--- src/rtl/apple_spawner.sv ---
// Apple spawner: LFSR apple placement, eat detection, respawn delay, score.
// Define APPLE_SCORE_BCD_EN for a two-digit BCD score (00..99).
module apple_spawner #(
  parameter int unsigned RESPAWN_TICKS = 2,
  parameter logic [7:0]  LFSR_SEED     = 8'hA5
) (
  input  logic       clk,
  input  logic       rst_n,
  input  logic       start,
  input  logic       tick,
  input  logic [9:0] head_x,
  input  logic [9:0] head_y,
  // rand is a reserved word, so the apple seed port is rnd
  output logic [7:0] rnd,
  output logic       refle,
  output logic       eat_pulse,
  output logic [7:0] score
);

  typedef enum logic [1:0] {
    IDLE,
    ACTIVE,
    EATEN,
    RESPAWN
  } state_t;

  localparam logic [3:0] RT = 4'(RESPAWN_TICKS);

  state_t     state;
  state_t     state_n;
  logic [7:0] lfsr;
  logic [3:0] cnt;
  logic [3:0] cnt_n;
  logic [7:0] rnd_n;
  logic [7:0] score_n;
  logic [9:0] vu;
  logic [9:0] vd;
  logic [9:0] hl;
  logic [9:0] hr;
  logic       hit;

  function automatic logic [7:0] score_inc(input logic [7:0] s);
`ifdef APPLE_SCORE_BCD_EN
    if (s == 8'h99)
      return s;
    else if (s[3:0] == 4'd9)
      return {s[7:4] + 4'd1, 4'd0};
    else
      return {s[7:4], s[3:0] + 4'd1};
`else
    return (s == 8'hFF) ? s : s + 8'd1;
`endif
  endfunction

  assign vu  = {2'b00, rnd} + 10'd60;
  assign vd  = vu + 10'd15;
  assign hl  = {1'b0, rnd, 1'b0} + 10'd170;
  assign hr  = hl + 10'd15;
  assign hit = (head_x >= hl) && (head_x <= hr) &&
               (head_y >= vu) && (head_y <= vd);

  always_comb begin
    state_n = state;
    cnt_n   = cnt;
    rnd_n   = rnd;
    score_n = score;
    if (!start) begin
      state_n = IDLE;
    end else begin
      unique case (state)
        IDLE: begin
          state_n = ACTIVE;
          score_n = 8'd0;
        end
        ACTIVE: begin
          if (tick && hit) begin
            state_n = EATEN;
            score_n = score_inc(score);
          end
        end
        EATEN: begin
          state_n = RESPAWN;
          cnt_n   = 4'd0;
        end
        RESPAWN: begin
          if (tick) begin
            if (cnt + 4'd1 == RT) begin
              state_n = ACTIVE;
              rnd_n   = lfsr;
              cnt_n   = 4'd0;
            end else begin
              cnt_n = cnt + 4'd1;
            end
          end
        end
        default: state_n = IDLE;
      endcase
    end
  end

  always_ff @(posedge clk) begin
    if (!rst_n) begin
      state     <= IDLE;
      lfsr      <= LFSR_SEED;
      rnd       <= LFSR_SEED;
      cnt       <= 4'd0;
      score     <= 8'd0;
      refle     <= 1'b0;
      eat_pulse <= 1'b0;
    end else begin
      state     <= state_n;
      lfsr      <= {lfsr[6:0], lfsr[7] ^ lfsr[5] ^ lfsr[4] ^ lfsr[3]};
      rnd       <= rnd_n;
      cnt       <= cnt_n;
      score     <= score_n;
      refle     <= (state_n == EATEN) || (state_n == RESPAWN);
      eat_pulse <= (state_n == EATEN);
    end
  end

endmodule

--- config.mk ---
export PLATFORM = sky130hd
export DESIGN_NAME = apple_spawner
export DESIGN_NICKNAME = d
export VERILOG_FILES = /design/src/rtl/apple_spawner.sv
export SDC_FILE = /design/constraint.sdc
export NUM_CORES = 1
export LEC_CHECK = 0
export CORE_UTILIZATION = 54
export CTS_CLUSTER_SIZE = 28
export DETAILED_ROUTE_END_ITERATION = 10
export GPL_TIMING_DRIVEN = 0
export MAX_ROUTING_LAYER = met4
export PLACE_DENSITY_LB_ADDON = 0.25
export SYNTH_ARGS = -nofsm -noshare
export SYNTH_HDL_FRONTEND = slang
export SYNTH_SLANG_ARGS = --single-unit
--- constraint.sdc ---
create_clock -name clk -period 4.8 [get_ports clk]
set_clock_uncertainty 0.15 [all_clocks]
set_input_delay 0.96 -clock clk [delete_from_list [all_inputs] [get_ports clk]]
set_output_delay 0.96 -clock clk [all_outputs]
set_load 0.01 [all_outputs]
==> results by group <==
Power and ir drop
  – Sequential fraction of design power: 44.7%
  – Psw: approximately 0.00015 W
  – Pwr/cell area: ~190 mW/mm^2
  – Clock Power Share: 41.8%
  – Static Leak: 1.35 nW
  – Internal power: 0.000469 W
  – Net Sw Frac: 24.2%
  – Total power: 0.000619 W
  – VDD IR max: 0.248 mV
  – Logic gate share of total power: 13.5%

Hold path
  – Min-delay src: lfsr[6]$_SDFF_PN0_
  – HP Class: reg2reg

Detailed routing
  – ANT nets after route: 0
  – Top Metal Used: met4
  – Met1 wire length: 2630 um
  – Wire per inst: roughly 14 um
  – 1st-iter DRT viols: 88
  – Metal2 WL: around 2800 um
  – Vias per cell: around 5.5
  – Via count: 2,330
  – DRC errors left: 0
  – TritonRoute pass-1 iters: 5
  – Final WL: 5740 um
  – WL met3: ~240 um

Global route
  – Initial antenna violation count: 0
  – Gr usage total: around a quarter
  – Congestion Overflow GR: 0
  – Number of global-route vias before repair: about 2,300
  – Largest net degree at the start of global routing: 12
  – First-pass GRT wire length: 9610 um

Synthesis
  – Post-synth top area share: 24.3%
  – Ys Warns: 0
  – Number of library cell types mapped by synthesis: 49
  – Async S/R FF share, synth: 0%
  – EDFF count, synth: 0
  – Seq cells post-synth: 32
  – Top cells by count, synth: 48 x ha_1, 32 x dfxtp_1, 29 x a21oi_1
  – Synth area leaders: dfxtp_1 24%, ha_1 23%, a21oi_1 5.5%
  – Most common cell in the synthesized netlist: ha_1
  – Post-Syn Instances: between 300 and 400
  – Post-synth net total: roughly 380
  – Sequential area share after synthesis: roughly a quarter
  – Mean post-synth cell area: 8.59 sq um
  – Mapped cell area: roughly 0.0026 sq mm
  – Top cell type by total area after synthesis: dfxtp_1
  – Top_reg_cell synth: dfxtp_1

Place
  – # port buffers: 41
  – Detailed Place HPWL: roughly 4600 um
  – Final Wtd Congestion: 0.821
  – Inst Count DP: 415
  – Pre-CTS setup slack: ~570 ps

Clock network
  – Clk_lat worst skew: just under 300 ps
  – PostCTS Resize Cnt: 0
  – Clock buffer depth: 2
  – Quantity of hold-fixing buffers added after cts: 0
  – H-tree lvl count: 2
  – CTS tree: done
  – Root Driver: clkbuf_8
  – CTS Buf Count: 5
  – Postcts setup bufs: 0
  – Clock sinks: 32
  – Clock transition at path regs: 70 ps

Timing
  – Pins over their slew limit: 0
  – Hold Vio Cnt, Final: 0
  – Slew margin rel.: 57.6%
  – Fmax achieved: ~230 MHz
  – Final setup viols: 0
  – RSZ-0062 raised after global routing: false
  – Min cycle time layout: 4280 ps
  – Part of the cycle the worst path needs: 89.2%
  – Final setup margin: about 520 ps
  – Setup_tns: 0 ps
  – Least-Margin Pin Slew: between 600 and 700 ps

Floorplan
  – DIE HEIGHT: 71.9 um
  – Die W: 71.9 um
  – Cell Rows: 25
  – I/O Pins: between 40 and 50
  – Total core area: 0.00472 sq mm
  – Initial Utilization: 55.8%
  – Total die area: 0.00517 sq mm

Critical path
  – Critical path origin: rnd[2]$_SDFFE_PN1P_
  – Family with the most delay on the worst path: simple AND/OR/NAND/NOR gates
  – Crit-path slowest cell: dfxtp_1
  – Arrival time worst endpoint: roughly 4400 ps
  – Worst endpoint required time: 4870 ps
  – Slowest stage delay, CP: 490 ps
  – Startpoint Class: register
  – CP Max Fanout: 7
  – WP buf/inv: 2
  – Most frequent cell on the critical path: a21oi_1
  – Setup CP Type: reg2reg
  – Reg2reg start: rnd[2]$_SDFFE_PN1P_
  – CP Capture Type: register
  – Critical path, cell by cell: clkbuf_2, inv_1, ha_1, a21oi_1, xnor2_1, a311oi_1, nand3_1, xor2_1, ha_1, nand4_1, and4bb_2, a21oi_1, nand2_1, nand3_1, or4_1, a21oi_1

Job
  – # Max-Cap Violations: 0

Status
  – Status: complete, no violations

Layout
  – NumNets Final: 427
  – N_diodes: 0
  – Share of cells above drive strength 1: 4.78%
  – Layout area overhead: 23.0%
  – Cell Count, Final, Fillers Out: between 400 and 500
  – Final Util: 68.6%
==> registers in the layout, indices dropped and copies added, names as in the netlist <==
register and count:
cnt 4, eat_pulse 1, lfsr 8, refle 1, rnd 8, score 8, state 2
==> path summary, 6_finish.rpt <==
path              slack, ps  depth (start not counted)                     to
hold reg to reg         300                          1     lfsr[7]$_SDFF_PN1_
hold / removal          300                          1     lfsr[7]$_SDFF_PN1_
setup reg to reg        520                         16  score[5]$_SDFFE_PN0P_
setup / recovery        520                         16  score[5]$_SDFFE_PN0P_
==> cells by family (layout without fill, tap and decap cells) <==
group / after synthesis / in the layout / share of synthesized area [%]
adder cells (fa/ha/maj): 48 / 48 / 22.8
buffers and inverters: 27 / 76 / 3.94
flip-flops: 32 / 32 / 24.3
other: 1 / 1 / 0.142
AO/OA/AOI/OAI: 70 / 70 / 17.3
XOR/XNOR: 25 / 25 / 8.31
AND/OR/NAND/NOR: 97 / 97 / 20.6
multiplexers: 7 / 7 / 2.66
==> area by class of cell <==
| cell class | count | area [sq um] |
|---|---|---|
| plain buffers | 8 | 32.5 |
| clock buffers | 5 | 68.8 |
| clock inverters | 3 | 42.5 |
| fillers | 413 | 1480 |
| inverters | 19 | 71.3 |
| multi-input cells | 248 | 1890 |
| flip-flops and latches | 32 | 641 |
| well taps | 67 | 83.8 |
| repair buffers | 41 | 410 |
==> metrics by stage <==
stage	hold WS [ps]	instance area (sq um)
final	297	3240
after global routing	329	3240
after CTS	302	3240
after detailed placement	280	3130
after global placement	272	3130
after floorplan	261	2640
==> placed cells by master (no fill, tap or decap), types with 2 or more instances in the layout <==
cell type / count
clkbuf_1: 6
o31ai_1: 3
or4_1: 3
nand2b_1: 5
clkbuf_8: 5
xor2_1: 12
nor2b_1: 9
o21ai_0: 12
nor3_1: 3
o211ai_1: 6
xnor2_1: 13
inv_1: 19
a21oi_1: 29
nor3b_1: 2
dfxtp_1: 32
nand3_1: 13
or3_1: 4
a21o_1: 2
ha_1: 48
nor2_1: 11
nand4_1: 6
nand2_1: 21
and4_1: 2
and2_1: 5
a21boi_0: 4
o21a_1: 4
mux2i_1: 7
clkdlybuf4s50_1: 41
and3_1: 4
==> power groups by stage <==
stage                      logic, W  clock network (W)  registers, W
after detailed placement  0.0000828                  0      0.000283
after floorplan           0.0000462                  0      0.000281
after CTS                 0.0000838           0.000262      0.000277
after global routing      0.0000940           0.000276      0.000277
final                     0.0000838           0.000259      0.000277
after global placement    0.0000803                  0      0.000282
==> layer usage <==
layer  global-route usage (%)  up-vias
met3                     4.78        8
met2                     43.2       47
met5                        -        -
met4                     8.50        0
li1                         -     1196
met1                     26.9     1079
Power figures use the tool's default switching activity.
